**src/rtl/mul_pkg.sv**
```systemverilog
// mul_pkg: shared definitions for the iterative RV32M multiply unit.
//   - XLEN / ITERS : operand width and number of shift-add iterations
//   - mul_op_e     : operation encoding (RV32M funct3[1:0])
//   - mul_state_e  : sequencer state encoding
//   - mag32        : magnitude of a 32-bit operand, optionally signed
package mul_pkg;

    localparam int XLEN  = 32;
    localparam int ITERS = 32;

    typedef enum logic [1:0] {
        OP_MUL    = 2'b00,
        OP_MULH   = 2'b01,
        OP_MULHSU = 2'b10,
        OP_MULHU  = 2'b11
    } mul_op_e;

    typedef enum logic [1:0] {
        ST_IDLE = 2'b00,
        ST_CALC = 2'b01,
        ST_FIX  = 2'b10,
        ST_FIN  = 2'b11
    } mul_state_e;

    // -2^31 maps to 0x80000000, which is the correct unsigned magnitude.
    function automatic logic [31:0] mag32(input logic [31:0] v, input logic sgn);
        return (sgn && v[31]) ? (~v + 32'd1) : v;
    endfunction

endpackage

```
**src/rtl/cla_add32.sv**
```systemverilog
// cla_add32: 32-bit adder built from eight rippled 4-bit carry-lookahead slices.
//   a, b  : addends
//   cin   : carry in
//   sum   : 32-bit sum
//   cout  : carry out of bit 31
module cla_add32 (
    input  logic [31:0] a,
    input  logic [31:0] b,
    input  logic        cin,
    output logic [31:0] sum,
    output logic        cout
);

    logic [8:0] c;
    assign c[0] = cin;

    for (genvar s = 0; s < 8; s++) begin : g_slice
        logic [3:0] g, p;
        logic [4:0] cc;

        assign g     = a[4*s +: 4] & b[4*s +: 4];
        assign p     = a[4*s +: 4] ^ b[4*s +: 4];
        assign cc[0] = c[s];
        // Fully expanded lookahead inside the slice; slices chain via c[].
        assign cc[1] = g[0] | (p[0] & cc[0]);
        assign cc[2] = g[1] | (p[1] & g[0]) | (p[1] & p[0] & cc[0]);
        assign cc[3] = g[2] | (p[2] & g[1]) | (p[2] & p[1] & g[0])
                     | (p[2] & p[1] & p[0] & cc[0]);
        assign cc[4] = g[3] | (p[3] & g[2]) | (p[3] & p[2] & g[1])
                     | (p[3] & p[2] & p[1] & g[0])
                     | (p[3] & p[2] & p[1] & p[0] & cc[0]);

        assign sum[4*s +: 4] = p ^ cc[3:0];
        assign c[s+1]        = cc[4];
    end

    assign cout = c[8];

endmodule

```
**src/rtl/mul_unit.sv**
```systemverilog
// mul_unit: iterative shift-add multiplier for RV32M MUL/MULH/MULHSU/MULHU.
// Operands are converted to magnitudes on acceptance, multiplied unsigned over
// ITERS cycles, and the sign is reapplied in a single fix-up cycle.
//   clk    : clock, rising edge
//   rst_n  : asynchronous active-low reset
//   start  : request pulse, sampled only while idle
//   op     : operation (mul_op_e encoding)
//   a, b   : rs1 / rs2 operands
//   busy   : request in flight (CALC, FIX, FIN)
//   done   : one-cycle pulse, result valid
//   result : low or high product word, held until the next operation
module mul_unit
    import mul_pkg::*;
#(
    parameter int XLEN  = mul_pkg::XLEN,   // only 32 supported
    parameter int ITERS = mul_pkg::ITERS   // must equal XLEN
) (
    input  logic            clk,
    input  logic            rst_n,
    input  logic            start,
    input  logic [1:0]      op,
    input  logic [XLEN-1:0] a,
    input  logic [XLEN-1:0] b,
    output logic            busy,
    output logic            done,
    output logic [XLEN-1:0] result
);

    localparam int CNT_W = $clog2(ITERS);

    mul_state_e       state;
    mul_op_e          op_q;
    logic [31:0]      mcand;
    logic [31:0]      prod_hi;
    logic [31:0]      prod_lo;   // holds the multiplier, shifted out as product bits shift in
    logic             neg;
    logic [CNT_W-1:0] cnt;

    // Per-op signedness of the incoming operands.
    logic a_sgn, b_sgn;
    assign a_sgn = (op == OP_MULH) || (op == OP_MULHSU);
    assign b_sgn = (op == OP_MULH);

    // Partial-product add: addend gated by the current multiplier LSB.
    logic [31:0] add_sum;
    logic        add_cout;

    cla_add32 u_add (
        .a    (prod_hi),
        .b    (prod_lo[0] ? mcand : 32'd0),
        .cin  (1'b0),
        .sum  (add_sum),
        .cout (add_cout)
    );

    logic [63:0] prod_fix;
    assign prod_fix = neg ? (~{prod_hi, prod_lo} + 64'd1) : {prod_hi, prod_lo};

    always_ff @(posedge clk or negedge rst_n) begin
        if (!rst_n) begin
            state   <= ST_IDLE;
            op_q    <= OP_MUL;
            mcand   <= '0;
            prod_hi <= '0;
            prod_lo <= '0;
            neg     <= 1'b0;
            cnt     <= '0;
            busy    <= 1'b0;
            done    <= 1'b0;
            result  <= '0;
        end else begin
            case (state)
                ST_IDLE: begin
                    done <= 1'b0;
                    if (start) begin
                        op_q    <= mul_op_e'(op);
                        mcand   <= mag32(a, a_sgn);
                        prod_lo <= mag32(b, b_sgn);
                        prod_hi <= '0;
                        neg     <= (a_sgn & a[31]) ^ (b_sgn & b[31]);
                        cnt     <= CNT_W'(ITERS - 1);
                        busy    <= 1'b1;
                        state   <= ST_CALC;
                    end
                end
                ST_CALC: begin
                    // Shift {carry, sum, multiplier} right by one.
                    {prod_hi, prod_lo} <= {add_cout, add_sum, prod_lo[31:1]};
                    cnt <= cnt - 1'b1;
                    if (cnt == '0) state <= ST_FIX;
                end
                ST_FIX: begin
                    result <= (op_q == OP_MUL) ? prod_fix[31:0] : prod_fix[63:32];
                    done   <= 1'b1;
                    state  <= ST_FIN;
                end
                ST_FIN: begin
                    done  <= 1'b0;
                    busy  <= 1'b0;
                    state <= ST_IDLE;
                end
                default: state <= ST_IDLE;
            endcase
        end
    end

endmodule

```
**config.mk**
```make
export PLATFORM = sky130hd
export DESIGN_NAME = mul_unit
export DESIGN_NICKNAME = d
export VERILOG_FILES = /design/src/rtl/mul_pkg.sv /design/src/rtl/cla_add32.sv /design/src/rtl/mul_unit.sv
export SDC_FILE = /design/constraint.sdc
export NUM_CORES = 1
export LEC_CHECK = 0
export BUFFER_PORTS_ARGS = -buffer_cell sky130_fd_sc_hd__buf_4
export CORE_AREA = 2 2 153 155
export CTS_BUF_LIST = sky130_fd_sc_hd__clkbuf_8
export CTS_CLUSTER_DIAMETER = 100
export CTS_CLUSTER_SIZE = 24
export DETAILED_ROUTE_END_ITERATION = 16
export DIE_AREA = 0 0 155 157
export PLACE_DENSITY = 0.68
export SLEW_MARGIN = 10
export SYNTH_ARGS = -nofsm -noshare
export SYNTH_HDL_FRONTEND = slang
export SYNTH_SLANG_ARGS = --single-unit
```
**constraint.sdc**
```tcl
create_clock -name clk -period 3.75 [get_ports clk]
set_input_delay 0.375 -clock clk [delete_from_list [all_inputs] [get_ports clk]]
set_output_delay 0.375 -clock clk [all_outputs]
set_load 0.02 [all_outputs]
```
# After elaboration in Yosys (flattened, before gate mapping)
# Cells that the tools add are included.
# word_totals
n_memories	0
out_inout_bits	34
ram_bits	0
mem_bits_ro	0
in_bits	69
latchBits	0
elab_cells	279
regBits	140
# classes
n_eq_ne	7
magnitude_cmp	0
n_addsub	4
shifts	0
n_mul	0
muxes	17
bitwise	227
reduce_logical	14
n_div	0
# op_table
operator	n
32-bit two-way mux	6
32-bit one-hot mux with 2 select lines	2
1-bit AND	123
1-bit bitwise OR	76
32-bit by 1-bit adder with 32-bit output (second input constant)	2
64-bit by 1-bit adder with 64-bit output (second input constant)	1
64-bit two-way mux	1
32-bit NOT	2
64-bit NOT	1
4-bit XOR	16
4-bit AND	8
5-bit one-hot mux with 2 select lines	1
2-bit one-hot mux with 4 select lines	1
2-bit AND reduction	4
2-bit equality test (second input constant)	3
2-bit nonzero test	3
5-bit logical NOT	1
5-bit two-way mux	1
5-bit by 1-bit subtractor with 5-bit output (second input constant)	1
2-bit by 1-bit equality test with 1-bit output (second input constant)	2
2-bit logical NOT	2
2-bit two-way mux	2
2-bit inequality test (second input constant)	2
1-bit one-hot mux with 2 select lines	2
5 further kinds	6

# Logic depth before layout (Yosys ltp)
# logic_depth
ltp_word	22
depth_mapped	14
depth_no_buf	12

# Modules after synthesis
# Synthesis repeated with hierarchy kept, for this count alone.
# hier_totals
hier_cells	1172
area_unflattened_um2	10113.4
# modules_own_cells
module	area_each_um2	cells_each	instances	seq_area_each_um2
mul_unit	8799.7	1012	1	3503.4
cla_add32	1313.8	160	1	0.0

# Least setup slack after synthesis
# Ideal clock, no wire load.
# synth_path
kind	flip-flop to flip-flop
start	reg prod_lo[0]
end	reg prod_hi[27]
setup_ns	0.121
path_buffers	2
arrival_time_ns	3.307
synth_period_minus_slack_ns	3.428
required_time_ns	3.629
path_stages_with_launch	14
slack_ns	0.322
path_cell_list	dfrtp_1 > clkbuf_1 > clkbuf_1 > and2_1 > ha_1 > a211oi_1 > o21ai_0 > a211oi_1 > o32ai_1 > o31ai_1 > nand2_1 > a21o_1 > fa_1 > a22o_1
# synth_between
elab_chain_cells	20
word_cells_on_any_way	92
cone_classes	mux (2); bitwise (90)
# synth_lines
element	line	rtl
start, declared	mul_unit.sv:35	logic [31:0] prod_lo;
start signal, assigned	mul_unit.sv:78	prod_lo <= mag32(b, b_sgn);
start signal, assigned	mul_unit.sv:88	{prod_hi, prod_lo} <= {add_cout, add_sum, prod_lo[31:1]};
32-bit two-way mux (*)	mul_unit.sv:50	.b (prod_lo[0] ? mcand : 32'd0),
4-bit XOR / 4-bit AND (equally long branches)	cla_add32.sv:22, cla_add32.sv:21	
1-bit AND, on equally long branches	cla_add32.sv:29, cla_add32.sv:30	
1-bit bitwise OR (tied with other cells)	cla_add32.sv:29	assign cc[4] = g[3] | (p[3] & g[2]) | (p[3] & p[2] & g[1])
1-bit bitwise OR / 1-bit AND (equally long branches)	cla_add32.sv:29, cla_add32.sv:30	
1-bit bitwise OR	cla_add32.sv:30	| (p[3] & p[2] & p[1] & g[0])
1-bit AND	cla_add32.sv:31	| (p[3] & p[2] & p[1] & p[0] & cc[0]);
1-bit bitwise OR	cla_add32.sv:31	
[... 4 more ...]	n/a	
1-bit AND	cla_add32.sv:31	
1-bit bitwise OR	cla_add32.sv:31	
1-bit AND	cla_add32.sv:31	
1-bit bitwise OR	cla_add32.sv:31	
1-bit AND	cla_add32.sv:31	
1-bit bitwise OR	cla_add32.sv:31	
4-bit XOR (*)	cla_add32.sv:33	assign sum[4*s +: 4] = p ^ cc[3:0];
32-bit one-hot mux with 2 select lines (*)	mul_unit.sv:72	case (state)
end signal, assigned	mul_unit.sv:88	
end, declared	mul_unit.sv:34	logic [31:0] prod_hi;
# Every way passes the cells marked *; elsewhere a longest branch is shown, timed or not.
# A chain may end at the register's enable or synchronous reset.

# Worst setup path after layout
# Same ends and word-level chain as after synthesis.

==> metrics.md <==
| Metric | Value |
|---|---|
| Run status | `finished clean` |
| Lkg Pwr | `4.95 nW` |
| Most frequent cell after synthesis | `dfrtp_1` |
| Post-synth cell types | `65` |
| Cells after synthesis | `1,180` |
| Fin nets | `approximately 1,400` |
| Ports | `just over 100` |
| Max Slew Vio Count | `0` |
| Gate power share | `0.525` |
| Largest net degree at the start of global routing | `~100` |
| All-Layer GR Usage | `0.227` |
| Crit start category | `flip-flop` |
| Vias in the first global route | `8,391` |
| Worst Path Max Fanout | `5` |
| Net Sw Frac | `0.469` |
| Worst Tran Pin Value | `approximately 0.74 ns` |
| Relative slew slack | `0.502` |
| Tcrit/Tclk final | `0.923` |
| Sequential fraction of design power | `0.331` |
| Synth Register Bits | `140` |
| Crit path cell chain | `and2_1, ha_1, a211oi_1, o21ai_0, a211oi_1, o32ai_1, o31ai_1, nand2_1, a21o_1, fa_1, a22o_1` |
| Avg WL per Cell | `17.3 µm` |
| TritonCTS buffer count | `17` |
| RSZ-0062 raised after global routing | `false` |
| Worst min path class | `input pin to flip-flop` |
| Die width | `around 160 µm` |
| Syn Nets | `between 1,000 and 1,500` |
| Post-DP HPWL | `slightly above 20 mm` |
| Synth area leader | `dfrtp_1` |
| Final wirelength | `between 20 and 30 mm` |
| Via/cell ratio | `between 5 and 6` |
| Worst path most repeated cell | `a211oi_1` |
| VDD IR-drop max | `0.386 mV` |
| IO buf count | `102` |
| Drt drc | `0` |
| First-pass GRT wire length | `44.1 mm` |
| Placed insts | `1,523` |
| Worst path arrival time | `roughly 3.8 ns` |
| Die area | `between 20,000 and 25,000 µm²` |
| Initial core utilization | `0.445` |
| CTS tree | `done` |
| Synth top cells by count | `dfrtp_1 (140), nand2_1 (129), o21ai_0 (127)` |
| Final Wtd Congestion | `approximately 0.94` |
| Clock root buffer | `clkbuf_8` |
| Post-synth top area share | `0.350` |
| Via count | `8,892` |
| Critical path type | `flip-flop to flip-flop` |
| Synth async-reset ratio | `1.00` |
| Seq/Total Area, Yosys | `0.350` |
| Clock sink total | `140` |
| Initial DRC Count | `about 690` |
| Clock power frac | `0.144` |
| H-tree depth reported by CTS | `4` |
| Share of cells above drive strength 1 | `0.142` |
| Fin. Hold Viols | `0` |
| Worst stage delay on the critical path | `~0.47 ns` |
| Post-cts resize count | `0` |
| Setup_tns | `0 ns` |
| Hold path depth | `2` |
| Post-synth EDFFs | `0` |
| Tmin final | `3.46 ns` |
| Pwr dens | `779 nW/µm²` |
| Non-Filler Instances | `1,555` |
| Sw power | `around 4.2 mW` |
| Initial antenna violation count | `0` |
| Final Skew | `about 0.016 ns` |
| Area delta synth->final | `14.9%` |
| Cell Int Power | `roughly 4.8 mW` |
| Area contributors post-synth | `dfrtp_1 (35%), o21ai_0 (6.4%), xor2_1 (6.0%), xnor2_1 (5.6%), ha_1 (5.4%)` |
| Syn avg cell area | `about 8.5 µm²` |
| ANT nets after route | `0` |
| CORE AREA | `approximately 23,000 µm²` |
| Worst skew pair latency | `between 0.4 and 0.5 ns` |
| Dominant synthesized flop cell | `dfrtp_1` |
| Inserted Diodes | `0` |
| Layout fillers | `2,128` |
| Fmax | `~0.29 GHz` |
| Required @ worst endpoint | `~4.1 ns` |
| Gr ovfl total | `0` |
| Clk slew on worst S/H paths | `around 0.08 ns` |
| Cell Area, Synth | `about 10,000 µm²` |
| Synth warnings | `0` |
| CTS Buffer Depth | `2` |
| DRT Pass-1 Iters | `6` |
| Die H | `about 160 µm` |
| R2R depth | `11` |
| Slowest-stage cell, CP | `a211oi_1` |
| # setup viols final | `0` |
| Row count | `55` |
| Crit. End Element | `flip-flop` |
| Max-Cap Viols | `0` |
[cells by family after synthesis]
| kind of cell | count (synthesis) | share of synthesized area |
|---|---|---|
| AOI/OAI and AO/OA | 348 | 0.214 |
| xor gates and xnor gates | 132 | 0.116 |
| adders and majority gates | 51 | 0.0698 |
| buffers and inverters | 102 | 0.0393 |
| DFF | 140 | 0.350 |
| muxes | 18 | 0.0188 |
| and+or+nand+nor | 389 | 0.193 |
[registers in the layout, summed over array words and instances, names as in the netlist]
name     cells
prod_hi     32
done         1
neg          1
mcand       32
prod_lo     32
result      32
cnt          5
op_q         2
busy         1
state        2
[critical path, delay by kind of cell (launching register included)]
| kind | cells | cell delay (ns) |
|---|---|---|
| AOI/OAI and AO/OA | 7 | 1.93 |
| adders and majority gates | 2 | 0.69 |
| DFF | 1 | 0.43 |
| and+or+nand+nor | 2 | 0.29 |
[path summary, 6_finish.rpt]
kind,start,endpoint,slack (ns)
setup / recovery,prod_lo[0],prod_hi[27],0.29
hold / removal,op[0],op_q[0],0.16
setup reg to reg,prod_lo[0],prod_hi[27],0.29
hold reg to reg,mcand[6],mcand[6],0.47
max in group asynchronous,rst_n,mcand[11],2.51
min in group asynchronous,rst_n,state[0],0.39
[layer usage]
metal	wire length (µm)	global-route usage	part of all wire	vias to the layer above
met2	12500	0.375	0.47	267
li1	-	-	-	4409
met5	0	0	0	-
met3	1420	0.0405	0.053	25
met4	404	0.0556	0.015	0
met1	12600	0.312	0.47	4191
[area by class of cell]
class	instances	area, µm²	area share
clock inverters	13	165	0.0144
flip-flops and latches	140	3500	0.305
clock buffers	18	248	0.0216
inverters	32	120	0.0105
repair buffers	129	987	0.0859
well taps	285	357	0.0310
multi-input cells	938	6110	0.532
[power by group through the flow]
| stage | combinational [mW] | sequential, mW | clock [mW] |
|---|---|---|---|
| final | 4.70 | 2.96 | 1.29 |
| after global routing | 5.26 | 3.05 | 1.40 |
| after CTS | 4.69 | 2.95 | 1.31 |
| after detailed placement | 4.66 | 2.98 | 0 |
| after global placement | 4.59 | 2.96 | 0 |
| after floorplan | 3.21 | 2.87 | 0 |
[cell usage in the layout (no fill, tap or decap), drive strengths merged, types with 9 or more instances in the layout]
cell type  netlist  routed
dfrtp          140     140
nand2          129     129
buf             11     128
o21ai          127     127
a21oi           81      81
nor2            76      76
xor2            68      68
xnor2           64      64
ha              43      43
and2            35      35
inv             31      34
o31ai           33      33
nor3            28      28
nand3           23      23
nor4            19      19
or4             19      19
clkbuf          59      18
or3             17      17
o41ai           13      13
mux2i           12      12
o22ai           12      12
a21o            11      11
a31oi           11      11
nand4           10      10
a22o             9       9
[through the flow]
stage	hold WS, ns	total power, mW	setup slack (ns)	utilization	instance area (µm²)
floorplan	0.0794	6.08	0.322	-	10000
global placement	0.324	7.54	0.473	0.492	11100
detailed placement	0.326	7.64	0.392	0.492	11100
CTS	0.142	8.95	0.307	0.511	11500
global route	0.130	9.71	0.0481	0.511	11500
finish	0.159	8.96	0.287	0.511	11500
[what timing repair did]
action,CTS,global route
hold buffers,1,0
endpoints found under the hold margin,43,0
setup buffers,0,0
No activity file was read; power rests on OpenSTA's default activity.
